==> config.mk <==
export PLATFORM = sky130hd
export DESIGN_NAME = id_ex_stage
export DESIGN_NICKNAME = d
export VERILOG_FILES = /design/src/rtl/id_ex_stage_pkg.sv /design/src/rtl/id_ex_stage_fwd.sv /design/src/rtl/id_ex_stage.sv
export SDC_FILE = /design/constraint.sdc
export NUM_CORES = 1
export LEC_CHECK = 0
export CAP_MARGIN = 20
export CELL_PAD_IN_SITES_DETAIL_PLACEMENT = 0
export CELL_PAD_IN_SITES_GLOBAL_PLACEMENT = 1
export CORE_UTILIZATION = 28
export DETAILED_ROUTE_END_ITERATION = 16
export GPL_TIMING_DRIVEN = 0
export PLACE_DENSITY = 0.81
export SETUP_SLACK_MARGIN = 0.3
export SYNTH_ARGS = -nofsm -noshare
export SYNTH_HDL_FRONTEND = slang
export SYNTH_SLANG_ARGS = --single-unit
export TNS_END_PERCENT = 1
==> constraint.sdc <==
create_clock -name clk -period 3.9 [get_ports clk]
set_input_delay 0.975 -clock clk [delete_from_list [all_inputs] [get_ports clk]]
set_output_delay 0.975 -clock clk [all_outputs]
set_load 0.05 [all_outputs]
==> src/rtl/id_ex_stage_pkg.sv <==
// Shared definitions for the ID/EX stage: ALUOp encodings, bubble defaults and
// the t_new countdown helper.
package id_ex_stage_pkg;

    localparam int ALUOP_W = 6;
    localparam int T_NEW_W = 2;
    localparam int REG_W   = 5;

    localparam logic [ALUOP_W-1:0] ALUOP_ADD = 6'b000000;
    localparam logic [ALUOP_W-1:0] ALUOP_SUB = 6'b000001;
    localparam logic [ALUOP_W-1:0] ALUOP_OR  = 6'b000010;
    localparam logic [ALUOP_W-1:0] ALUOP_SLL = 6'b000011;

    localparam logic [ALUOP_W-1:0] NOP_ALUOP_DEF = ALUOP_ADD;
    localparam logic [31:0]        RESET_PC_DEF  = 32'h0000_3000;

    // One stage closer to the result; saturates at zero.
    function automatic logic [T_NEW_W-1:0] t_new_dec(input logic [T_NEW_W-1:0] t);
        return (t == '0) ? '0 : t - 1'b1;
    endfunction

endpackage

==> src/rtl/id_ex_stage_fwd.sv <==
// Operand forwarding mux: picks the M result, else the W result, else the
// registered GRF value. Register $0 is never forwarded.
module fwd_mux
    import id_ex_stage_pkg::*;
#(
    parameter int DATA_W = 32
) (
    input  logic [REG_W-1:0]  reg_idx,
    input  logic [DATA_W-1:0] reg_val,
    input  logic [REG_W-1:0]  m_addr,
    input  logic [DATA_W-1:0] m_data,
    input  logic              m_valid,
    input  logic [REG_W-1:0]  w_addr,
    input  logic [DATA_W-1:0] w_data,
    input  logic              w_valid,
    output logic [DATA_W-1:0] fwd_val
);

    logic m_hit;
    logic w_hit;

    always_comb begin
        m_hit = m_valid && (m_addr != '0) && (m_addr == reg_idx);
        w_hit = w_valid && (w_addr != '0) && (w_addr == reg_idx);
        if (m_hit)
            fwd_val = m_data;
        else if (w_hit)
            fwd_val = w_data;
        else
            fwd_val = reg_val;
    end

endmodule

==> src/rtl/id_ex_stage.sv <==
// ID/EX pipeline register with E-stage operand forwarding feeding the ALU.
// Reset and stall load a bubble; hold freezes the whole stage.
module id_ex_stage
    import id_ex_stage_pkg::*;
#(
    parameter int                  DATA_W    = 32,
    parameter logic [ALUOP_W-1:0]  NOP_ALUOP = NOP_ALUOP_DEF,
    parameter logic [DATA_W-1:0]   RESET_PC  = DATA_W'(RESET_PC_DEF)
) (
    input  logic               clk,
    input  logic               reset,
    input  logic               stall,
    input  logic               hold,
    input  logic [DATA_W-1:0]  pc_d,
    input  logic [DATA_W-1:0]  instr_d,
    input  logic [DATA_W-1:0]  rs_data_d,
    input  logic [DATA_W-1:0]  rt_data_d,
    input  logic [DATA_W-1:0]  ext_imm_d,
    input  logic [ALUOP_W-1:0] alu_op_d,
    input  logic               alu_src_d,
    input  logic               reg_write_d,
    input  logic [REG_W-1:0]   a3_d,
    input  logic               mem_write_d,
    input  logic               mem_to_reg_d,
    input  logic [T_NEW_W-1:0] t_new_d,
    input  logic [REG_W-1:0]   fwd_m_addr,
    input  logic [DATA_W-1:0]  fwd_m_data,
    input  logic               fwd_m_valid,
    input  logic [REG_W-1:0]   fwd_w_addr,
    input  logic [DATA_W-1:0]  fwd_w_data,
    input  logic               fwd_w_valid,
    output logic [DATA_W-1:0]  alu_a_e,
    output logic [DATA_W-1:0]  alu_b_e,
    output logic [4:0]         alu_s_e,
    output logic [ALUOP_W-1:0] alu_op_e,
    output logic [DATA_W-1:0]  rt_fwd_e,
    output logic [DATA_W-1:0]  pc_e,
    output logic [DATA_W-1:0]  instr_e,
    output logic [DATA_W-1:0]  ext_imm_e,
    output logic               reg_write_e,
    output logic [REG_W-1:0]   a3_e,
    output logic               mem_write_e,
    output logic               mem_to_reg_e,
    output logic [T_NEW_W-1:0] t_new_e
);

    logic [DATA_W-1:0] rs_data_e;
    logic [DATA_W-1:0] rt_data_e;
    logic              alu_src_e;
    logic              load_bubble;
    logic              capture;

    // Reset wins over hold; stall only matters when the stage is not frozen.
    assign load_bubble = reset || (!hold && stall);
    assign capture     = !reset && !hold && !stall;

    always_ff @(posedge clk) begin
        if (load_bubble) begin
            pc_e         <= RESET_PC;
            instr_e      <= '0;
            rs_data_e    <= '0;
            rt_data_e    <= '0;
            ext_imm_e    <= '0;
            alu_op_e     <= NOP_ALUOP;
            alu_src_e    <= 1'b0;
            reg_write_e  <= 1'b0;
            a3_e         <= '0;
            mem_write_e  <= 1'b0;
            mem_to_reg_e <= 1'b0;
            t_new_e      <= '0;
        end else if (capture) begin
            pc_e         <= pc_d;
            instr_e      <= instr_d;
            rs_data_e    <= rs_data_d;
            rt_data_e    <= rt_data_d;
            ext_imm_e    <= ext_imm_d;
            alu_op_e     <= alu_op_d;
            alu_src_e    <= alu_src_d;
            reg_write_e  <= reg_write_d;
            a3_e         <= a3_d;
            mem_write_e  <= mem_write_d;
            mem_to_reg_e <= mem_to_reg_d;
            t_new_e      <= t_new_dec(t_new_d);
        end
    end

    // E stage: combinational forwarding, zero cycles to the ALU.
    fwd_mux #(.DATA_W(DATA_W)) u_fwd_rs (
        .reg_idx (instr_e[25:21]),
        .reg_val (rs_data_e),
        .m_addr  (fwd_m_addr),
        .m_data  (fwd_m_data),
        .m_valid (fwd_m_valid),
        .w_addr  (fwd_w_addr),
        .w_data  (fwd_w_data),
        .w_valid (fwd_w_valid),
        .fwd_val (alu_a_e)
    );

    fwd_mux #(.DATA_W(DATA_W)) u_fwd_rt (
        .reg_idx (instr_e[20:16]),
        .reg_val (rt_data_e),
        .m_addr  (fwd_m_addr),
        .m_data  (fwd_m_data),
        .m_valid (fwd_m_valid),
        .w_addr  (fwd_w_addr),
        .w_data  (fwd_w_data),
        .w_valid (fwd_w_valid),
        .fwd_val (rt_fwd_e)
    );

    assign alu_b_e = alu_src_e ? ext_imm_e : rt_fwd_e;
    assign alu_s_e = instr_e[10:6];

endmodule

==> results.cfg <==
[cells_and_area]
drive_gt1_share_pct = 17.5
final_nets = 1900
area_delta_synth_final_pct = 77.2
fin_cells = 2063

[global_route]
grt_pass1_wl_um = 66000
grt_pass1_vias = 10600
antenna_found_initial = 5
track_usage_pct = 26.7
overflow = 0
grt_max_degree = 17

[drt]
totalWireLength_um = 44900
route.detailed.drc = 0
vias = 10500
routed_via_density = 5.10
wl_per_cell_um = 21.7
drtAntennaViolNets = 0
drt_iter0_drc = 694
drt_first_pass_iters = 5

[die]
die_area_um2 = 33000
chipWidth_um = 182
chipHeight_um = 182
core_area_um2 = 31600
row_count = 65
start_util_pct = 28.5
io-pin-count = 470

[sta]
rsz0062_at_grt = true
fin_ws_ns = -0.0506
tns_ns = -0.135
max_freq_ghz = 0.253
finalSetupViolations = 6
drv_slew = 0
slew_headroom_pct = 33.8
fin_crit_sh_pct = 101
hold_violations = 0
finClkSkew_ns = 0
min_period_ns = 3.95
worst_pin_slew_ns = 0.993

[cts]
insertion_delay_ns = 0.44
clkTransAtPathRegs_ns = 0.07
clock-sinks = 177
cts_tree = yes
cts_made_buffers = 17
cts_max_path_buffers = 2
cts_hold_buf = 0
cts_htree_levels = 4
cts_root_buf = clkbuf_16

[logic_synthesis]
avgSynthCellArea_um2 = 7.86
synthTopCellsByCount = nor2_1 (208), a21oi_1 (207), dfxtp_1 (177)
netlist_area_um2 = 9030
synthMuxAreaShare_pct = 7.09
synth_area_leader_cell = dfxtp_1
synth_edf_count = 0
synth_flop_cell = dfxtp_1
synth_compound_area_share_pct = 16.8
synth_top_family_by_area = simple AND/OR/NAND/NOR gates
synth_cells = 1149
post-synth-top-count-cell = nor2_1
ys_ff_latch = 177
yosysTopAreaCellShare_pct = 39.2
yosysSeqAreaShare_pct = 39.2
async_flop_share_pct = 0
ys_warn_count = 0
ys_types = 28
synthAdderAreaFrac_pct = 0
synthXorXnorAreaFrac_pct = 1.94
synth-simple-area-share_pct = 27.4
synthTopCellsByArea = dfxtp_1 (39%), nor3b_1 (14%), a21oi_1 (11%)
syn-num-nets = 1406

[outcome]
violations = setup timing
status = finished, violations left

[placement]
place_inst = 2017
routabilityCongestion = 0.889
portBuffers = 466
dp_hpwl_um = 33700

[pwr]
pwr_density_cell_nw_per_um2 = 324
vdd_drop_max_uv = 257
cellLeakagePower_uw = 0.00565

[worst_setup_path]
crit_type = input pin to output port
critical-path-top-delay-family = simple AND/OR/NAND/NOR gates
worst_ep_arrival_time_ns = 2.98
critPathLaunchType = input pin
cpPeakStageDelay_ns = 0.51
critPathRequiredTime_ns = 2.92
setup.worst_path.end_class = output port
cpMostUsedCell = buf_12
path_max_fanout = 8
critical_path.cell_chain = buf_8 -> or4_4 -> o21a_1 -> and4_4 -> buf_12 -> buf_12 -> mux2i_4 -> a221oi_4 -> buf_6
slowest_stage = or4_4
critPathBufInv = 4

[min_path]
hp-class = register to register

[run]
maxCapViolCount = 0
[worst register-to-register path, delay by kind of cell (launching register included)]
kind	cells	cell delay, ns
simple gates	1	0.22
buf+inv	2	1.34
compound gates	1	0.14
flops	1	0.40
[layout by cell type, fill, tap and decap left out, drive strengths merged]
cell,n
or4,2
buf,142
o21bai,2
mux2i,64
clkinvlp,2
nor2,208
diode,5
nand3,1
dfxtp,177
a221oi,32
clkdlybuf4s50,360
o21a,2
xnor2,6
clkinv,5
and4,3
a21oi,207
bufinv,2
nand2,32
nor3b,173
clkbuf,109
nor2b,2
xor2,14
nor4b,1
o21ai,32
a31oi,1
inv,36
nor4bb,1
dlygate4sd2,1
nor3,38
bufbuf,1
[sequential cells by signal, indices dropped and copies added (netlist names)]
name / cells
pc_e: 32
ext_imm_e: 32
rs_data_e: 32
instr_e: 32
mem_write_e: 1
mem_to_reg_e: 1
t_new_e: 2
alu_op_e: 6
reg_write_e: 1
alu_src_e: 1
a3_e: 5
rt_data_e: 32
[cell type report]
| type | instances | area (µm²) |
|---|---|---|
| fill | 3060 | 15600 |
| multi-input combinational | 821 | 5580 |
| timing repair buffer | 475 | 4850 |
| sequential | 177 | 3540 |
| buffer | 119 | 810 |
| tap | 402 | 503 |
| clock buffer | 19 | 433 |
| clock inverter | 13 | 153 |
| inverter | 32 | 120 |
| antenna | 5 | 12.5 |
[path summary, 6_finish.rpt]
| check | slack (ns) | to | startpoint | depth (start not counted) |
|---|---|---|---|---|
| max | -0.05 | alu_b_e[4] | fwd_w_addr[0] | 9 |
| min | 0.49 | rs_data_e[23]$_SDFFE_PP0P_ | rs_data_e[23]$_SDFFE_PP0P_ | 2 |
| max reg2reg | 1.70 | alu_src_e$_SDFFE_PP0P_ | alu_src_e$_SDFFE_PP0P_ | 4 |
| min reg2reg | 0.49 | rs_data_e[23]$_SDFFE_PP0P_ | rs_data_e[23]$_SDFFE_PP0P_ | 2 |
[per-layer routing]
| layer | GRT usage (%) | vias to the layer above | wire, µm |
|---|---|---|---|
| li1 | - | 4972 | - |
| met1 | 31.9 | 5014 | 18400 |
| met2 | 46.0 | 470 | 21900 |
| met3 | 6.50 | 69 | 3140 |
| met4 | 10.4 | 0 | 1350 |
| met5 | 0 | - | 0 |
[report_power, final]
| part | internal, µW | leakage [µW] | switching [µW] |
|---|---|---|---|
| sequential | 1880 | 0.00144 | 54.7 |
| combinational | 620 | 0.00392 | 858 |
| clock | 958 | 0.000280 | 824 |
| total | 3450 | 0.00565 | 1740 |
[cells by family (layout without fill, tap and decap cells)]
family	after synthesis	after routing
AO/OA/AOI/OAI	276	276
XOR/XNOR	20	20
buffers and inverters	151	658
flip-flops	177	177
multiplexers	64	64
other	0	5
AND/OR/NAND/NOR	461	461
[through the flow]
stage	worst slack (ns)	hold WS, ns	utilization (%)	total power [µW]	instance area [µm²]
after detailed placement	-1.37	0.477	45.5	3350	14400
after floorplan	-0.0935	0.456	-	2710	9230
final	-0.0506	0.490	50.6	5190	16000
after global placement	-1.40	0.466	45.5	3350	14400
after CTS	-0.102	0.489	49.9	5200	15800
after global routing	-0.0995	0.509	50.6	5380	16000
[repair_timing]
action	CTS	global route
resized for setup	824	49
endpoints found under the setup margin	96	96
cloned	4	0
pin swaps	48	49
buffers inserted	5	0
Note: power is estimated with default switching activity, not from simulation.
